[src/rtl/fft_sched_pkg.sv]
// Shared types and helpers for the FFT frame scheduler.
package fft_sched_pkg;

   typedef enum logic [1:0] {IDLE, LOAD, WAIT_OUT, DRAIN} state_e;

   localparam int FFT_N      = 16;
   localparam int CPLX_MAX_W = 32;

   // Packs {real, imag}, each w bits wide, into the low 2*w bits of the result.
   function automatic logic [2*CPLX_MAX_W-1:0] pack_cplx(
      input logic [CPLX_MAX_W-1:0] re,
      input logic [CPLX_MAX_W-1:0] im,
      input int unsigned           w
   );
      logic [2*CPLX_MAX_W-1:0] mask;
      mask = ({{CPLX_MAX_W{1'b0}}, {CPLX_MAX_W{1'b1}}}) >> (CPLX_MAX_W - w);
      return ((({{CPLX_MAX_W{1'b0}}, re}) & mask) << w) | (({{CPLX_MAX_W{1'b0}}, im}) & mask);
   endfunction

endpackage

[src/rtl/fft_rr_arbiter.sv]
// Combinational round-robin arbiter: first requester at or after ptr, wrapping N-1 -> 0.
module fft_rr_arbiter
   import fft_sched_pkg::*;
#(
   parameter int N     = 4,
   parameter int IDX_W = $clog2(N)
) (
   input  logic [N-1:0]     req,
   input  logic [IDX_W-1:0] ptr,
   output logic [N-1:0]     gnt,
   output logic [IDX_W-1:0] gnt_idx
);

   logic found;
   int   j;

   // NOTE: every combinational output gets a default first so no path leaves it unassigned (no latch).
   always_comb begin
      gnt     = '0;
      gnt_idx = '0;
      found   = 1'b0;
      j       = 0;
      for (int i = 0; i < N; i++) begin
         j = int'(ptr) + i;
         if (j >= N) j = j - N;
         if (!found && req[j]) begin
            found   = 1'b1;
            gnt[j]  = 1'b1;
            gnt_idx = IDX_W'(j);
         end
      end
   end

endmodule

[src/rtl/fft_frame_scheduler.sv]
// Buffers one frame per channel and time-shares one FFT core, re-emitting bins tagged by channel/bin.
// Define FFT_SCHED_TIMEOUT_EN to add the WAIT_OUT watchdog (parameter TIMEOUT_CYC, output err_timeout).
module fft_frame_scheduler
   import fft_sched_pkg::*;
#(
   parameter int N_CH      = 4,
   parameter int FRAME_LEN = FFT_N,
   parameter int SAMPLE_W  = 12
`ifdef FFT_SCHED_TIMEOUT_EN
   ,
   parameter int TIMEOUT_CYC = 1024
`endif
) (
   input  logic                         clk,
   input  logic                         reset_n,
   input  logic [N_CH-1:0]              s_valid,
   input  logic [N_CH*SAMPLE_W-1:0]     s_data,
   output logic [N_CH-1:0]              s_ready,
   output logic [2*SAMPLE_W-1:0]        fft_in_x,
   output logic                         fft_in_nd,
   input  logic [2*SAMPLE_W-1:0]        fft_out_x,
   input  logic                         fft_out_nd,
   input  logic                         fft_overflow,
   output logic                         m_valid,
   output logic [2*SAMPLE_W-1:0]        m_data,
   output logic [$clog2(N_CH)-1:0]      m_ch,
   output logic [$clog2(FRAME_LEN)-1:0] m_bin,
   output logic                         m_last,
   output logic [N_CH-1:0]              drop_sticky,
   output logic                         err_frame,
   output logic                         err_overflow,
`ifdef FFT_SCHED_TIMEOUT_EN
   output logic                         err_timeout,
`endif
   input  logic                         clear_err,
   output logic                         busy
);

   localparam int CH_W  = $clog2(N_CH);
   localparam int BIN_W = $clog2(FRAME_LEN);
   localparam int WC_W  = BIN_W + 1;
   localparam int X_W   = 2 * SAMPLE_W;

   logic [SAMPLE_W-1:0] buf_mem [N_CH][FRAME_LEN];
   logic [WC_W-1:0]     wc_q [N_CH];
   logic [WC_W-1:0]     wc_d [N_CH];
   logic [N_CH-1:0]     full, gnt;
   logic [CH_W-1:0]     gnt_idx;

   state_e              state_q, state_d;
   logic [CH_W-1:0]     ptr_q, ptr_d, g_ch_q, g_ch_d;
   logic [BIN_W-1:0]    ld_cnt_q, ld_cnt_d, bin_cnt_q, bin_cnt_d;
   logic [X_W-1:0]      in_x_q, in_x_d;
   logic                in_nd_q, in_nd_d;
   logic                m_valid_q, m_valid_d, m_last_q, m_last_d;
   logic [X_W-1:0]      m_data_q, m_data_d;
   logic [CH_W-1:0]     m_ch_q, m_ch_d;
   logic [BIN_W-1:0]    m_bin_q, m_bin_d;
   logic [N_CH-1:0]     drop_q, drop_d;
   logic                err_frame_q, err_frame_d, err_ovf_q, err_ovf_d;
   logic                release_frame, frame_err;
`ifdef FFT_SCHED_TIMEOUT_EN
   localparam int TO_W = $clog2(TIMEOUT_CYC) + 1;
   logic [TO_W-1:0]     to_cnt_q, to_cnt_d;
   logic                err_to_q, err_to_d, timeout_hit;
`endif

   function automatic logic [X_W-1:0] to_fft_word(input logic [SAMPLE_W-1:0] s);
      return X_W'(pack_cplx(CPLX_MAX_W'(s), '0, SAMPLE_W));
   endfunction

   fft_rr_arbiter #(.N(N_CH), .IDX_W(CH_W)) u_arb (
      .req     (full),
      .ptr     (ptr_q),
      .gnt     (gnt),
      .gnt_idx (gnt_idx)
   );

   always_comb begin
      for (int c = 0; c < N_CH; c++) full[c] = (wc_q[c] == WC_W'(FRAME_LEN));
   end

   always_comb begin
      for (int c = 0; c < N_CH; c++) begin
         wc_d[c] = wc_q[c];
         if (release_frame && g_ch_q == CH_W'(c)) wc_d[c] = '0;
         else if (s_valid[c] && !full[c])        wc_d[c] = wc_q[c] + WC_W'(1);
      end
   end

   always_comb begin
      state_d       = state_q;
      ptr_d         = ptr_q;
      g_ch_d        = g_ch_q;
      ld_cnt_d      = ld_cnt_q;
      bin_cnt_d     = bin_cnt_q;
      in_x_d        = in_x_q;
      in_nd_d       = 1'b0;
      m_valid_d     = 1'b0;
      m_last_d      = 1'b0;
      m_data_d      = m_data_q;
      m_ch_d        = m_ch_q;
      m_bin_d       = m_bin_q;
      release_frame = 1'b0;
      frame_err     = 1'b0;
`ifdef FFT_SCHED_TIMEOUT_EN
      to_cnt_d      = '0;
      timeout_hit   = 1'b0;
`endif
      case (state_q)
         IDLE: begin
            frame_err = fft_out_nd;
            if (|gnt) begin
               g_ch_d   = gnt_idx;
               ptr_d    = (gnt_idx == CH_W'(N_CH - 1)) ? '0 : gnt_idx + CH_W'(1);
               ld_cnt_d = '0;
               in_nd_d  = 1'b1;
               in_x_d   = to_fft_word(buf_mem[gnt_idx][0]);
               state_d  = LOAD;
            end
         end
         LOAD: begin
            frame_err = fft_out_nd;
            if (ld_cnt_q == BIN_W'(FRAME_LEN - 1)) begin
               release_frame = 1'b1;
               state_d       = WAIT_OUT;
            end else begin
               ld_cnt_d = ld_cnt_q + BIN_W'(1);
               in_nd_d  = 1'b1;
               in_x_d   = to_fft_word(buf_mem[g_ch_q][ld_cnt_q + BIN_W'(1)]);
            end
         end
         WAIT_OUT: begin
            if (fft_out_nd) begin
               m_valid_d = 1'b1;
               m_data_d  = fft_out_x;
               m_ch_d    = g_ch_q;
               m_bin_d   = '0;
               bin_cnt_d = BIN_W'(1);
               state_d   = DRAIN;
            end
`ifdef FFT_SCHED_TIMEOUT_EN
            else if (to_cnt_q == TO_W'(TIMEOUT_CYC - 1)) begin
               timeout_hit = 1'b1;
               state_d     = IDLE;
            end else begin
               to_cnt_d = to_cnt_q + TO_W'(1);
            end
`endif
         end
         DRAIN: begin
            if (fft_out_nd) begin
               m_valid_d = 1'b1;
               m_data_d  = fft_out_x;
               m_ch_d    = g_ch_q;
               m_bin_d   = bin_cnt_q;
               if (bin_cnt_q == BIN_W'(FRAME_LEN - 1)) begin
                  m_last_d = 1'b1;
                  state_d  = IDLE;
               end else begin
                  bin_cnt_d = bin_cnt_q + BIN_W'(1);
               end
            end else begin
               frame_err = 1'b1;
               state_d   = IDLE;
            end
         end
         default: state_d = IDLE;
      endcase
   end

   // Sticky flags: a set event in the same cycle as clear_err wins.
   always_comb begin
      drop_d      = (s_valid & full) | (drop_q & ~{N_CH{clear_err}});
      err_frame_d = frame_err | (err_frame_q & ~clear_err);
      err_ovf_d   = fft_overflow | (err_ovf_q & ~clear_err);
`ifdef FFT_SCHED_TIMEOUT_EN
      err_to_d    = timeout_hit | (err_to_q & ~clear_err);
`endif
   end

   // NOTE: the sample store has no reset; every word is written before the full flag lets it be read.
   always_ff @(posedge clk) begin
      for (int c = 0; c < N_CH; c++) begin
         if (s_valid[c] && !full[c]) buf_mem[c][wc_q[c][BIN_W-1:0]] <= s_data[c*SAMPLE_W +: SAMPLE_W];
      end
   end

   // NOTE: state registers use non-blocking assignments so every flop samples pre-edge values.
   always_ff @(posedge clk or negedge reset_n) begin
      if (!reset_n) begin
         for (int c = 0; c < N_CH; c++) wc_q[c] <= '0;
         state_q     <= IDLE;
         ptr_q       <= '0;
         g_ch_q      <= '0;
         ld_cnt_q    <= '0;
         bin_cnt_q   <= '0;
         in_x_q      <= '0;
         in_nd_q     <= 1'b0;
         m_valid_q   <= 1'b0;
         m_last_q    <= 1'b0;
         m_data_q    <= '0;
         m_ch_q      <= '0;
         m_bin_q     <= '0;
         drop_q      <= '0;
         err_frame_q <= 1'b0;
         err_ovf_q   <= 1'b0;
`ifdef FFT_SCHED_TIMEOUT_EN
         to_cnt_q    <= '0;
         err_to_q    <= 1'b0;
`endif
      end else begin
         for (int c = 0; c < N_CH; c++) wc_q[c] <= wc_d[c];
         state_q     <= state_d;
         ptr_q       <= ptr_d;
         g_ch_q      <= g_ch_d;
         ld_cnt_q    <= ld_cnt_d;
         bin_cnt_q   <= bin_cnt_d;
         in_x_q      <= in_x_d;
         in_nd_q     <= in_nd_d;
         m_valid_q   <= m_valid_d;
         m_last_q    <= m_last_d;
         m_data_q    <= m_data_d;
         m_ch_q      <= m_ch_d;
         m_bin_q     <= m_bin_d;
         drop_q      <= drop_d;
         err_frame_q <= err_frame_d;
         err_ovf_q   <= err_ovf_d;
`ifdef FFT_SCHED_TIMEOUT_EN
         to_cnt_q    <= to_cnt_d;
         err_to_q    <= err_to_d;
`endif
      end
   end

   assign s_ready      = ~full;
   assign fft_in_x     = in_x_q;
   assign fft_in_nd    = in_nd_q;
   assign m_valid      = m_valid_q;
   assign m_data       = m_data_q;
   assign m_ch         = m_ch_q;
   assign m_bin        = m_bin_q;
   assign m_last       = m_last_q;
   assign drop_sticky  = drop_q;
   assign err_frame    = err_frame_q;
   assign err_overflow = err_ovf_q;
   assign busy         = (state_q != IDLE);
`ifdef FFT_SCHED_TIMEOUT_EN
   assign err_timeout  = err_to_q;
`endif

endmodule

[config.mk]
export PLATFORM = sky130hd
export DESIGN_NAME = fft_frame_scheduler
export DESIGN_NICKNAME = d
export VERILOG_FILES = /design/src/rtl/fft_sched_pkg.sv /design/src/rtl/fft_rr_arbiter.sv /design/src/rtl/fft_frame_scheduler.sv
export SDC_FILE = /design/constraint.sdc
export NUM_CORES = 1
export LEC_CHECK = 0
export ABC_AREA = 1
export CAP_MARGIN = 20
export CORE_MARGIN = 1
export CORE_UTILIZATION = 33
export DETAILED_ROUTE_END_ITERATION = 16
export PLACE_DENSITY_LB_ADDON = 0.1
export SLEW_MARGIN = 10
export SYNTH_ARGS = -nofsm -noshare
export SYNTH_HDL_FRONTEND = slang
export SYNTH_SLANG_ARGS = --single-unit
[constraint.sdc]
create_clock -name clk -period 4.85 [get_ports clk]
set_input_delay 0.7275 -clock clk [delete_from_list [all_inputs] [get_ports clk]]
set_output_delay 0.7275 -clock clk [all_outputs]
set_load 0.02 [all_outputs]
==> impl_metrics.yaml <==
status:
  run_status: "completed"
placement:
  placed_instances: 4215
  place.gp.congestion: 0.815
  place_hpwl_mm: 74.0
  io_buffer_count: 136
setup_path:
  worst_reg_to_reg_path_cell_count: 11
  critical_path_class: "reg2reg"
  r2r_setup_slack_ps: 1560
  worst_setup_path_end_kind: "register"
  timing.rr.end: "fft_in_x[17]$_DFFE_PN0P_"
  critPathArrivalTime_ps: 3850
  crit_start: "ld_cnt_q[0]$_DFFE_PN0P_"
  maximum_net_fanout_on_the_critical_path: 63
  setup.worst_path.start_class: "register"
  worst_endpoint_required_time_ps: 5410
  critical_path.reg2reg.startpoint: "ld_cnt_q[0]$_DFFE_PN0P_"
cts:
  cts_setup_buffers: 0
  clk_root_buffer_cell: "clkbuf_16"
  clock_tree_from_tritoncts: "built"
  number_of_h_tree_branching_levels: 3
  clock_latency_of_the_later_clocked_register_in_the_worst_skew_pair_ps: 680
  cts_hold_buf: 0
  clock_buffer_count_from_cts: 96
  clock_sinks: 853
  clk_pin_slew_worst_paths_ps: 60
  clock_tree.buffer_depth: 3
  post_cts_resized: 0
die:
  fp.dieArea_mm2: 0.106
  die_x_um: 326
  placement_rows: 118
  boundaryPins: 149
  initial_cell_density_of_the_core_pct: 33.4
  core-area_mm2: 0.104
  die_h_um: 326
sta:
  fin_crit_sh_pct: 67.8
  relSlewSlack_pct: 18.3
  timing.final.hold_violations: 0
  max_freq_mhz: 304
  tightest_slew_ps: 1220
  whs_ps: 92.8
  skew_ps: 23.2
  finalSetupViolCount: 0
  finalCriticalPeriod_ps: 3290
  fin_setup_tns_ps: 0
  rsz0062_at_grt: "false"
  report.final.slew_viol_count: 0
global_routing:
  grt_first_pass_wirelength_mm: 179
  grt_start_max_net_pins: 103
  antenna_violations_before_repair: 7
  via_count_of_the_first_global_routing_pass: 23000
  track_usage_pct: 23.9
  grt_remaining_overflow: 0
synthesis:
  post_synth_most_frequent_cells: "nand2_1, edfxtp_1, nand3_1, inv_1, a22oi_1"
  async_flop_share_pct: 9.96
  synth_top_area_share_pct: 66.6
  synth_area_mm2: 0.0346
  ys_dominant_reg_cell: "edfxtp_1"
  synth_sequential_area_ratio_pct: 72.8
  synth_most_common_cell: "nand2_1"
  yosysWarnings: 0
  synth-edff-count: 768
  synth_area_per_cell_um2: 12.4
  synth.top_cells.by_area: "edfxtp_1, nand2_1, dfrtp_1"
  ys_seq_elements: 853
  postSynthCellCount: 2786
  yosysTopAreaCell: "edfxtp_1"
  netlist-cell-type-count: 42
detailed_routing:
  post-route-drc-count: 0
  viasPerCell: 5.30
  dr.first_iter.drc_count: 2410
  final_antenna_net_count: 0
  routed_wire_length_per_instance_um: 29.1
  detailroute.via_count: 23300
  detailedRoute.firstPassIterationCount: 7
  finalWirelength_mm: 128
power_and_ir_drop:
  max-vdd-ir-drop_v: 0.000323
  power_density_mw_per_mm2: 569
  p_leak_uw: 0.0149
hold_path:
  holdCritPathClass: "in2async"
finish:
  drive_above_1_share_pct: 7.98
  postLayoutCoreUtil_pct: 39.5
  finish.cell_count_without_fillers: 4400
  final.fill_count: 9804
  syn_to_final_growth_pct: 18.3
  nNetsFinal: 3049
flow_run:
  maxCapViolations: 0
where the power goes:
group / internal (uW) / switching [uW] / total, uW
clock: 4240 / 3070 / 7300
combinational: 1970 / 4790 / 6760
sequential: 8880 / 382 / 9260
total: 15100 / 8240 / 23300
sequential cells by signal (all words and copies together), names as in the netlist, named ones only:
register / cells
m_bin: 4
m_ch: 2
ld_cnt_q: 4
m_last: 1
g_ch_q: 2
drop_sticky: 4
m_valid: 1
buf_mem: 768
m_data: 24
wc_q: 20
fft_in_nd: 1
err_overflow: 1
err_frame: 1
ptr_q: 1
fft_in_x: 12
state_q: 2
bin_cnt_q: 4
routing by layer:
| metal | up-vias | GRT usage (%) | part of all wire (%) |
|---|---|---|---|
| li1 | 10200 | - | - |
| met2 | 938 | 40.0 | 48 |
| met5 | - | 0 | 0 |
| met3 | 187 | 3.34 | 6.3 |
| met4 | 0 | 7.30 | 2.8 |
| met1 | 11900 | 32.3 | 43 |
how the worst max path moves through the flow:
stage                                          end  cells past startpoint
after global routing      fft_in_x[17]$_DFFE_PN0P_                     11
final                     fft_in_x[17]$_DFFE_PN0P_                     11
after floorplan           fft_in_x[22]$_DFFE_PN0P_                     15
after detailed placement       m_ch[1]$_DFFE_PN0P_                      6
after CTS                 fft_in_x[17]$_DFFE_PN0P_                     11
after global placement        m_bin[0]$_DFFE_PN0P_                      6
cell type report:
cell class	count	area (um^2)	area share [%]
antenna	1	2.50	0.00611
clock buffer	120	2560	6.26
clock inverter	59	572	1.40
inverter	193	733	1.79
multi-input combinational	1603	8080	19.7
sequential	853	25200	61.5
tap	1380	1730	4.22
timing repair buffer	191	2090	5.10
worst max-delay path: stages (launching register included):
cell	delay [ps]
dfrtp_4	690
clkinv_2	120
buf_4	810
nand2_1	120
o221ai_1	460
nand3_1	120
nand2_1	200
nand2_1	140
nand2_1	140
nor2_1	80
nand2_1	110
nand2_1	50
per-stage QoR:
stage                     worst slack [ps]  area, um^2  total power [uW]
final                                 1560       41000             23300
after global routing                  1490       41000             24300
after CTS                             1650       40800             23400
after detailed placement              1560       37700             16100
after global placement                1630       37500             16000
after floorplan                       2610       34700             13200
cell usage in the layout (no fill, tap or decap), drive strengths merged, types with 52 or more instances in the layout:
| cell | count |
|---|---|
| a21oi | 52 |
| a22oi | 137 |
| buf | 56 |
| clkbuf | 120 |
| clkdlybuf4s50 | 135 |
| dfrtp | 85 |
| edfxtp | 768 |
| inv | 196 |
| nand2 | 795 |
| nand3 | 213 |
| nand4 | 112 |
| nor2 | 105 |
| o211ai | 54 |
logic make-up (layout without fill, tap and decap cells):
family | count (synthesis) | after routing | share of synthesized area, %
simple gates | 1250 | 1250 | 15.7
flops | 853 | 853 | 72.8
other cells | 1 | 13 | 0.0108
fa+ha+maj | 30 | 30 | 1.08
buf+inv | 341 | 563 | 4.16
compound gates | 305 | 305 | 6.09
xor+xnor | 6 | 6 | 0.152
Note: power is estimated with default switching activity, not from simulation.
==> edit 1 (config.mk and constraints unchanged) <==
`SAMPLE_W`: 12 -> 18.
--- a/src/rtl/fft_frame_scheduler.sv
+++ b/src/rtl/fft_frame_scheduler.sv
@@ -5,7 +5,7 @@
 #(
    parameter int N_CH      = 4,
    parameter int FRAME_LEN = FFT_N,
-   parameter int SAMPLE_W  = 12
+   parameter int SAMPLE_W  = 18
 `ifdef FFT_SCHED_TIMEOUT_EN
    ,
    parameter int TIMEOUT_CYC = 1024
Ports: changed (resized fft_in_x, fft_out_x, m_data and s_data); port bits go from 149 to 209. The function was not compared with the original's and may differ.
==> edit 1 against the original RTL <==
Worst hold slack better by 0.40 ns; setup slack worse by 0.31 ns; design area is 46% higher; routed wire length up 58%; fmax shrank 8.7%; sequential power is 47% higher; via count rose by 44%; sequential share of layout area rose by 0.81 points; power is 43% higher; area after synthesis is 46% higher; sequential cell count grew 402.
==> edit 1: results (changes against the original RTL) <==
grt_pass1_wl_um: 273200  # +53%
r2r_slack_ns: 1.25  # -0.31 ns
synthAdderAreaFrac_pct: 0.7433  # -0.34 points
power_leakage_nw: 21.50  # +44%
worstSkewPairLatency_ns: 0.80  # +0.12 ns
port_buffers: 190  # +40%
layout.nonclk_buf_share_pct: 5.466  # +0.37 points
synth_xor_area_share_pct: 0.1214  # -0.030 points
largest_register_ffs: 1152  # +50%
n_antenna_cell: 2  # +1
clockNetworkAreaShare_pct: 7.293  # -0.36 points
placed_area_um2: 55290  # +47%
status: "finished clean"
cts_made_buffers: 143  # +49%
yosys-top-cells-area: "edfxtp_1 69%, nand2_1 5.8%, dfrtp_1 5.1%"
drt_iter0_markers: 3956  # +64%
cts_htree_levels: 4  # +1
antenna_found_initial: 24  # +17
yosysSeqAreaShare_pct: 73.61  # +0.84 points
ir_worst_vdd_uv: 349.0  # +8.1%
ys_async_sr_fraction_pct: 8.207  # -1.8 points
synth-edff-count: 1152  # +50%
cts.sinks: 1255  # +47%
fin_crit_ns: 3.603  # +0.3139 ns
routedWlPerCell_um: 32.07  # +10%
post-place-ws_ns: 1.271  # -0.2845 ns
nMultiInputCombCells: 2138  # +33%
-- edit 1: changes by cell type after synthesis, sizes merged, moves of 15 or more --
| cell | before | now |
|---|---|---|
| edfxtp | 768 | 1152 |
| nand3 | 213 | 374 |
| inv | 193 | 322 |
| nor2 | 105 | 209 |
| a21oi | 52 | 149 |
| nand4 | 112 | 200 |
| buf | 99 | 167 |
| a22oi | 137 | 198 |
| mux2 | 0 | 36 |
| dfrtp | 85 | 103 |
| o211ai | 54 | 39 |
-- edit 1: worst paths after layout --
path,startpoint,end,cells after the start
min in group asynchronous,reset_n,m_data[5]$_DFFE_PN0P_,2
setup / recovery,flip-flop,fft_in_x[20]$_DFFE_PN0P_,14
hold / removal,err_overflow$_DFF_PN0_,err_overflow$_DFF_PN0_,1
hold reg to reg,err_overflow$_DFF_PN0_,err_overflow$_DFF_PN0_,1
setup reg to reg,flip-flop,fft_in_x[20]$_DFFE_PN0P_,14
max in group asynchronous,reset_n,ld_cnt_q[0]$_DFFE_PN0P_,3
-- edit 1: where the power goes --
group	leakage (nW)	internal, mW	switching [mW]
clock network	2.12	5.75	4.57
registers	11.7	13.0	0.588
logic	7.72	2.79	6.64
-- edit 1: worst reg2reg max path: stages, from the launching register on --
cell and delay (ns):
dfrtp_1 0.56, inv_2 0.22, ha_1 0.39, inv_1 0.10
nand3_1 0.13, nand2_2 0.13, nand2_2 0.08, nor2_4 0.12
nand3_4 0.51, nand2_4 0.74, nand2_1 0.20, nand3_1 0.10
nand3_1 0.09, nand2_1 0.09, nand2_1 0.05
-- edit 1: logic make-up after synthesis --
kind of cell	after synthesis
and+or+nand+nor	1621
DFF	1255
buffers and inverters	547
AOI/OAI and AO/OA	426
muxes	36
adders and majority gates	30
xor gates and xnor gates	7
other	1
==> edit 2 (same settings) <==
Made on the original files. Reset style: synchronous (`reset_n`), changed in one clocked block.
--- a/src/rtl/fft_frame_scheduler.sv
+++ b/src/rtl/fft_frame_scheduler.sv
@@ -187,7 +187,7 @@
    end
 
    // NOTE: state registers use non-blocking assignments so every flop samples pre-edge values.
-   always_ff @(posedge clk or negedge reset_n) begin
+   always_ff @(posedge clk) begin
       if (!reset_n) begin
          for (int c = 0; c < N_CH; c++) wc_q[c] <= '0;
          state_q     <= IDLE;
Function: differs if reset_n is asserted again (counterexample within 4 cycles, from zero or initial values and one cycle with reset_n low); with reset_n held inactive, the same outputs for 4 cycles.
==> edit 2 against the original RTL <==
Design area grew 2.4%; core utilization shrank 0.52 points; power shrank 2.2%; sequential cell count grew 2; area after synthesis grew 4.1%; synthesized cell count grew 19%; critical path depth grew 4; routed wire length grew 3.8%; largest cell class unchanged; setup slack lost 0.24 ns; via count grew 11%.
==> edit 2: results (changes against the original RTL) <==
yosysSeqAreaShare_pct: 68.84  # -3.9 points
drtPass1Iterations: 6  # -1
yosys-top-cells-area: "edfxtp_1 64%, nand2_1 9.4%, nand3_1 9.1%"
gr-usage-met2_pct: 38.87  # -1.1 points
nNetsFinal: 3528  # +16%
vias: 25770  # +11%
worstRegToRegCells: 15  # +4
fin_skew_ns: 0.03202  # +0.008841 ns
cpMaxStageDelayCell: "dfxtp_4"
wl_met3_um: 7140  # -12%
hp-class: "flip-flop to flip-flop"
critPathTopFamily: "buffers and inverters"
r2r_end: "fft_in_x[17]$_SDFFE_PN0P_"
ys_async_sr_fraction_pct: 0  # -10 points
grt_pass1_wl_um: 188100  # +5.1%
cts_made_buffers: 100  # +4.2%
synth-compound-area-share_pct: 3.678  # -2.4 points
drive_gt1_share_pct: 6.894  # -1.1 points
synth_xor_area_share_pct: 0.1667  # +0.015 points
arrival_ns: 4.05  # +0.20 ns
wl_met2_um: 63480  # +3.2%
grt_pass1_vias: 25090  # +9.1%
ys_types: 45  # +7.1%
met1_length_um: 58160  # +6.3%
grt_usage_pct: 23.69  # -0.24 points
post-dp-hpwl_um: 82100  # +11%
status: "finished clean"
power_leakage_nw: 15.44  # +3.7%
synth_mux_area_share_pct: 0  # unchanged
use_met3_pct: 2.933  # -0.41 points
grt_max_degree: 174  # +69%
drt_iter0_markers: 2668  # +11%
r2r_slack_ns: 1.32  # -0.24 ns
relSlewSlack_pct: 20.90  # +2.6 points
ir_worst_vdd_uv: 452.3  # +40%
antenna_found_initial: 2  # -5
cts_setup_buffers: 0  # unchanged
wl_um: 132800  # +3.8%
synthAdderAreaFrac_pct: 1.042  # -0.043 points
use_met1_pct: 32.71  # +0.43 points
worstSkewPairLatency_ns: 0.68  # about the same
synth_common_cells: "906 x nand2_1, 768 x edfxtp_1, 652 x nand3_1, 181 x nor2_1, 175 x inv_1"
globalplace.congestion: 0.8694  # +6.7%
slowest_delay_ns: 0.63  # -0.18 ns
cp_max_fo: 146  # +130%
n_antenna_cell: 0  # -1
cts-resized-gates: 0  # unchanged
dr.max_layer_used: "met5"
edit 2: through the flow:
step           worst slack (ns)  util (%)  cells  instance area (um^2)  hold WS (ns)
5_1_grt                   1.170     38.94   4899                 41930        0.4850
4_1_cts                   1.334     38.88   4896                 41860        0.4669
3_5_place_dp              1.347     36.10   4715                 38870        0.4580
3_3_place_gp              1.369     35.93   4706                 38680        0.4635
6_report                  1.323     38.94   4899                 41930        0.4626
2_1_floorplan             2.616         -   3322                 36070        0.4563
edit 2: area by class of cell:
cell class	count	area, um^2
clock buffers	136	2741
well taps	1403	1755
repair buffers	193	2054
multi-input cells	2084	9607
flip-flops and latches	855	24820
fillers	10370	65730
inverters	183	705.7
clock inverters	45	246.5
edit 2: logic make-up (layout without fill, tap and decap cells):
kind of cell	after synthesis	in the layout
DFF	855	855
and+or+nand+nor	1793	1793
other	1	12
adders and majority gates	30	30
buffers and inverters	383	557
xor gates and xnor gates	6	6
AOI/OAI and AO/OA	243	243
edit 2: report_power, final:
group	leakage, nW	internal, mW	switching (mW)
logic	6.33	2.03	5.28
clock network	1.46	3.95	3.09
registers	7.65	8.23	0.242
edit 2: how the worst max path moves through the flow:
stage                                           end  cells past startpoint  slack (ns)      start
after floorplan           fft_in_x[22]$_SDFFE_PN0P_                      9        2.62  flip-flop
after global placement    fft_in_x[17]$_SDFFE_PN0P_                     15        1.37  flip-flop
after detailed placement  fft_in_x[17]$_SDFFE_PN0P_                     15        1.35  flip-flop
after CTS                 fft_in_x[17]$_SDFFE_PN0P_                     15        1.33  flip-flop
after global routing      fft_in_x[17]$_SDFFE_PN0P_                     15        1.17  flip-flop
final                     fft_in_x[17]$_SDFFE_PN0P_                     15        1.32  flip-flop
